<file path="config.mk">
export PLATFORM = sky130hd
export DESIGN_NAME = puf_response_reader
export DESIGN_NICKNAME = d
export VERILOG_FILES = /design/src/rtl/puf_response_reader.sv
export SDC_FILE = /design/constraint.sdc
export NUM_CORES = 1
export LEC_CHECK = 0
export CORE_AREA = 2 2 60 62
export CTS_CLUSTER_DIAMETER = 40
export DETAILED_ROUTE_END_ITERATION = 6
export DIE_AREA = 0 0 62 64
export MAX_ROUTING_LAYER = met4
export PLACE_DENSITY = 0.76
export REMOVE_ABC_BUFFERS = 1
export SLEW_MARGIN = 25
export SYNTH_ARGS = -nofsm -noshare
export SYNTH_HDL_FRONTEND = slang
export SYNTH_SLANG_ARGS = --single-unit
</file>
<file path="constraint.sdc">
create_clock -name clk -period 1.92 [get_ports clk]
set_input_delay 0.384 -clock clk [delete_from_list [all_inputs] [get_ports clk]]
set_output_delay 0.384 -clock clk [all_outputs]
set_load 0.02 [all_outputs]
</file>
<file path="src/rtl/puf_response_reader.sv">
// PUF readout sequencer: repeated reset/START evaluations per cell, majority vote, ID assembly.
// Latency: done NUM_CELLS*(VOTES*(SETTLE+3)+1) cycles after the cycle that follows an accepted go.
// Backpressure: none; go is only accepted in IDLE and ignored while busy (including the DONE cycle).
module puf_response_reader #(
    parameter int NUM_CELLS = 8,
    parameter int VOTES     = 7,
    parameter int SETTLE    = 15,
    localparam int SEL_W    = (NUM_CELLS > 1) ? $clog2(NUM_CELLS) : 1
) (
    input  logic                 clk,
    input  logic                 reset,
    input  logic                 go,
    output logic                 busy,
    output logic                 done,
    output logic                 id_valid,
    output logic [NUM_CELLS-1:0] id_out,
    output logic [NUM_CELLS-1:0] unstable_mask,
    output logic [SEL_W-1:0]     puf_sel,
    output logic                 puf_reset,
    output logic                 puf_start,
    input  logic                 puf_out
);

    localparam int CNT_W = $clog2(SETTLE + 1);
    localparam int VW    = $clog2(VOTES + 1);

    localparam logic [CNT_W-1:0] PRST_LAST = CNT_W'(1);
    localparam logic [CNT_W-1:0] RUN_LAST  = CNT_W'(SETTLE - 1);
    localparam logic [VW-1:0]    VOTE_LAST = VW'(VOTES - 1);
    localparam logic [VW-1:0]    MAJ       = VW'(VOTES / 2);
    localparam logic [VW-1:0]    ALL_ONES  = VW'(VOTES);
    localparam logic [SEL_W-1:0] SEL_LAST  = SEL_W'(NUM_CELLS - 1);

    typedef enum logic [2:0] {
        IDLE   = 3'd0,
        PRST   = 3'd1,
        RUN    = 3'd2,
        SAMPLE = 3'd3,
        VOTE   = 3'd4,
        DONE   = 3'd5
    } state_t;

    state_t               state, state_d;
    logic                 sync_d1, sync_q;
    logic [CNT_W-1:0]     cnt;
    logic [VW-1:0]        votes, ones;
    logic [SEL_W-1:0]     sel;
    logic [NUM_CELLS-1:0] id_q, mask_q;
    logic                 id_valid_q;

    always_ff @(posedge clk) begin
        if (reset) begin
            state <= IDLE;
        end else begin
            state <= state_d;
        end
    end

    always_comb begin
        state_d   = state;
        busy      = 1'b1;
        done      = 1'b0;
        puf_reset = 1'b1;
        puf_start = 1'b0;
        case (state)
            IDLE: begin
                busy = 1'b0;
                if (go) state_d = PRST;
            end
            PRST: begin
                if (cnt == PRST_LAST) state_d = RUN;
            end
            RUN: begin
                puf_reset = 1'b0;
                puf_start = 1'b1;
                if (cnt == RUN_LAST) state_d = SAMPLE;
            end
            SAMPLE: begin
                state_d = (votes == VOTE_LAST) ? VOTE : PRST;
            end
            VOTE: begin
                state_d = (sel == SEL_LAST) ? DONE : PRST;
            end
            DONE: begin
                done    = 1'b1;
                state_d = IDLE;
            end
            default: state_d = IDLE;
        endcase
    end

    always_ff @(posedge clk) begin
        if (reset) begin
            sync_d1    <= 1'b0;
            sync_q     <= 1'b0;
            cnt        <= '0;
            votes      <= '0;
            ones       <= '0;
            sel        <= '0;
            id_q       <= '0;
            mask_q     <= '0;
            id_valid_q <= 1'b0;
        end else begin
            sync_d1 <= puf_out;
            sync_q  <= sync_d1;

            // Phase counter restarts on every state change, so PRST and RUN both count from 0.
            if (state_d != state || state == IDLE) begin
                cnt <= '0;
            end else begin
                cnt <= cnt + CNT_W'(1);
            end

            case (state)
                IDLE: begin
                    if (go) begin
                        id_q       <= '0;
                        mask_q     <= '0;
                        id_valid_q <= 1'b0;
                        sel        <= '0;
                        ones       <= '0;
                        votes      <= '0;
                    end
                end
                SAMPLE: begin
                    ones  <= ones + VW'(sync_q);
                    votes <= votes + VW'(1);
                end
                VOTE: begin
                    for (int i = 0; i < NUM_CELLS; i++) begin
                        if (sel == SEL_W'(i)) begin
                            id_q[i]   <= (ones > MAJ);
                            mask_q[i] <= (ones != '0) && (ones != ALL_ONES);
                        end
                    end
                    ones  <= '0;
                    votes <= '0;
                    if (sel == SEL_LAST) begin
                        id_valid_q <= 1'b1;
                    end else begin
                        sel <= sel + SEL_W'(1);
                    end
                end
                DONE: begin
                    sel <= '0;
                end
                default: ;
            endcase
        end
    end

    assign id_out        = id_q;
    assign unstable_mask = mask_q;
    assign id_valid      = id_valid_q;
    assign puf_sel       = sel;

    a_start_reset_exclusive: assert property (@(posedge clk) disable iff (reset)
        !(puf_start && puf_reset));
    a_done_single_cycle: assert property (@(posedge clk) disable iff (reset)
        done |=> !done);

endmodule

</file>
==> results of run 1 <==
placed cells by master, fill, tap and decap left out, types with 2 or more instances in the layout:
| master | Yosys | layout |
|---|---|---|
| nand2_1 | 7 | 7 |
| clkdlybuf4s50_1 | 0 | 22 |
| dlygate4sd2_1 | 0 | 2 |
| nor2b_1 | 2 | 2 |
| o21ai_0 | 11 | 11 |
| mux2i_1 | 7 | 7 |
| inv_1 | 9 | 9 |
| and2_1 | 2 | 2 |
| a31oi_1 | 5 | 5 |
| or3_1 | 2 | 2 |
| nor2_1 | 19 | 19 |
| nor4_1 | 5 | 4 |
| a22oi_1 | 3 | 3 |
| buf_4 | 0 | 7 |
| nand4_1 | 3 | 3 |
| clkbuf_4 | 0 | 5 |
| nand3b_1 | 10 | 10 |
| nor3b_1 | 2 | 2 |
| xor2_1 | 3 | 3 |
| a21oi_1 | 15 | 15 |
| ha_1 | 13 | 13 |
| dfxtp_1 | 35 | 35 |
| nor3_1 | 4 | 4 |
| clkbuf_2 | 0 | 2 |
metrics by stage:
| stage | hold WS [ns] | power [mW] |
|---|---|---|
| 2_1_floorplan | 0.414 | 0.826 |
| 3_3_place_gp | 0.434 | 0.872 |
| 3_5_place_dp | 0.462 | 0.879 |
| 4_1_cts | 0.482 | 1.28 |
| 5_1_grt | 0.503 | 1.33 |
| 6_report | 0.478 | 1.26 |
cell type report:
class                   instances  area share [%]
clock buffers                   6            2.51
flip-flops and latches         35            34.2
well taps                      46            2.81
inverters                       9            1.65
repair buffers                 34            15.3
clock inverters                 1           0.244
multi-input cells             128            43.3
per-layer routing:
| metal | wire length [um] | vias to the layer above |
|---|---|---|
| met1 | 1580 | 686 |
| met5 | 0 | - |
| li1 | - | 700 |
| met2 | 1830 | 38 |
| met4 | 55 | 0 |
| met3 | 173 | 6 |
Yosys cell counts (all sizes together), types with 4 or more instances:
master | n | area [sq um]
a21oi | 15 | 75.1
nor2 | 19 | 71.3
clkbuf | 5 | 18.8
nand2 | 7 | 26.3
nor3 | 5 | 36.3
mux2i | 7 | 70.1
nor4 | 5 | 31.3
inv | 9 | 33.8
nand3b | 10 | 75.1
ha | 13 | 163
a31oi | 5 | 31.3
buf | 4 | 26.3
dfxtp | 35 | 701
o21ai | 11 | 55.1
report_power, final:
part	internal (mW)	switching [mW]	leakage (nW)
Combinational	0.0473	0.0777	0.501
Clock	0.169	0.233	0.0341
Sequential	0.732	0.00449	0.283
kinds of logic after synthesis:
logic type               synth area share, %
AO/OA/AOI/OAI                           12.4
XOR/XNOR                                2.11
adder cells (fa/ha/maj)                 9.80
buffers and inverters                   4.75
flip-flops                              42.2
multiplexers                            4.22
AND/OR/NAND/NOR                         24.4
critical path: stages, from the launching register on:
cell and delay [ns]:
dfxtp_1 0.32, inv_1 0.13, nand2_1 0.10, or2_1 0.22
dlygate4sd2_1 0.32
path summary, 6_finish.rpt:
| path | startpoint | to | slack [ns] | cells past startpoint |
|---|---|---|---|---|
| min | unstable_mask[7]$_SDFFE_PP0P_ | unstable_mask[7]$_SDFFE_PP0P_ | 0.48 | 2 |
| min reg2reg | unstable_mask[7]$_SDFFE_PP0P_ | unstable_mask[7]$_SDFFE_PP0P_ | 0.48 | 2 |
| max | state[0]$_SDFF_PP0_ | puf_reset | 0.10 | 4 |
| max reg2reg | state[2]$_SDFF_PP0_ | puf_sel[2]$_SDFFE_PP0P_ | 0.16 | 4 |
state kept, by name (all words and copies together), names as in the netlist:
register,cells
id_valid,1
cnt,4
votes,3
id_out,8
puf_sel,3
sync_d1,1
sync_q,1
state,3
ones,3
unstable_mask,8
what timing repair did:
action	4_1_cts	5_1_grt
endpoints found under the hold margin	0	0
cloned	0	0
setup endpoints to repair	4	5
hold buffers	0	0
gates resized for setup	6	4
==> qor.yml, run 1 <==
place:
  gp_congestion: 0.789
  place_area_sq_um: 1990
  pre_cts_ws_ns: -0.0199
  dp_cells: 252
  dpl.hpwl_mm: 2.71
  port_buffers: 27
sta:
  fin_crit_sh_pct: 94.6
  maxSlewViolCount: 0
  finalSetupViolations: 0
  clock_skew_ns: 0.00912
  rsz0062_at_grt: "no"
  setup-tns-final_ns: 0
  fmax_mhz: 551
  worst_pin_slew_ns: 0.489
  slew-limit-headroom_pct: 67.0
  finalCriticalPeriod_ns: 1.82
  hold_viol_final: 0
  setup_ws_ns: 0.104
route:
  firstDrtPassIters: 4
  drc_errors: 0
  via_per_inst: 5.52
  wl_per_cell_um: 14.1
  wl_mm: 3.65
  drt_iter0_drc: 50
  vias: 1430
  ant_nets: 0
die:
  num_io_pins: 28
  core_sq_um: 3280
  start_util_pct: 50.5
  rows: 21
  die_h_um: 64
  fp.dieW_um: 62
  dieArea_sq_um: 3970
clocking:
  clock_latency_ns: 0.34
  cts_buffers: 5
  cts_num_sinks: 35
  cts-root-buf: "clkbuf_4"
  clkTransAtPathRegs_ns: 0.10
  cts_htree_levels: 2
  cts_tree: "done"
  cts_max_path_buffers: 2
  postCtsSetupRepairBufs: 0
logic_synthesis:
  ys.flop_type: "dfxtp_1"
  synth_cell_types: 37
  ys_seq_elements: 35
  synth_edf_count: 0
  avgSynthCellArea_sq_um: 9.17
  synthArstFlopShare_pct: 0
  syn_inst: 181
  netlist_area_sq_um: 1660
  ys_warn_count: 0
  ys_seq_area_share_pct: 42.2
global_routing:
  grt_start_max_net_pins: 23
  grt_util_met3_pct: 7.29
  grt_use_met1_pct: 26.4
  antenna_found_initial: 0
  grt_pass1_vias: 1379
  grt_pass1_wl_mm: 6.23
  grtUsageMet2_pct: 32.8
  globalRouteOverflowTotal: 0
  busiest_layer: "met2"
  track_usage_pct: 21.7
final_layout:
  stdcell_area_sq_um: 2050
  final-instance-count-excl-fill: 259
  fill_cells: 285
  synthToLayoutAreaGrowth_pct: 23.4
  diodes: 0
  fin_util_pct: 62.3
  drive_above_1_share_pct: 10.8
  seqCellArea_sq_um: 701
  multi_input_area_sq_um: 886
  num-nets-final: 230
worst_hold_path:
  hold_class: "flip-flop to flip-flop"
worst_setup_path:
  worst-setup-path-type: "flip-flop to output port"
  cp.required_ns: 1.54
  crit_fanout: 4
  worstSetupEndpointType: "output port"
  start_kind: "flip-flop"
  critPathArrivalTime_ns: 1.43
pwr:
  peakVddDrop_mv: 0.382
  power_leakage_nw: 0.818
  power_density_nw_per_um2: 617
job:
  drv_cap: 0
run_status:
  status: "finished clean"
No activity file was read; power rests on OpenSTA's default activity.
==> run 2, diff against run 1 <==
--- a/config.mk
+++ b/config.mk
@@ -6,7 +6,7 @@
 export NUM_CORES = 1
 export LEC_CHECK = 0
 export CORE_AREA = 2 2 60 62
-export CTS_CLUSTER_DIAMETER = 40
+export CTS_CLUSTER_DIAMETER = 120
 export DETAILED_ROUTE_END_ITERATION = 6
 export DIE_AREA = 0 0 62 64
 export MAX_ROUTING_LAYER = met4
==> results of run 2 <==
Final layout, timing and power as in run 1 (identical DEF).
==> run 3, diff against run 2 <==
--- a/config.mk
+++ b/config.mk
@@ -6,7 +6,6 @@
 export NUM_CORES = 1
 export LEC_CHECK = 0
 export CORE_AREA = 2 2 60 62
-export CTS_CLUSTER_DIAMETER = 120
 export DETAILED_ROUTE_END_ITERATION = 6
 export DIE_AREA = 0 0 62 64
 export MAX_ROUTING_LAYER = met4
@@ -16,3 +15,4 @@
 export SYNTH_ARGS = -nofsm -noshare
 export SYNTH_HDL_FRONTEND = slang
 export SYNTH_SLANG_ARGS = --single-unit
+export TNS_END_PERCENT = 30
==> results of run 3 <==
Final layout, timing and power as in run 1 (identical DEF).
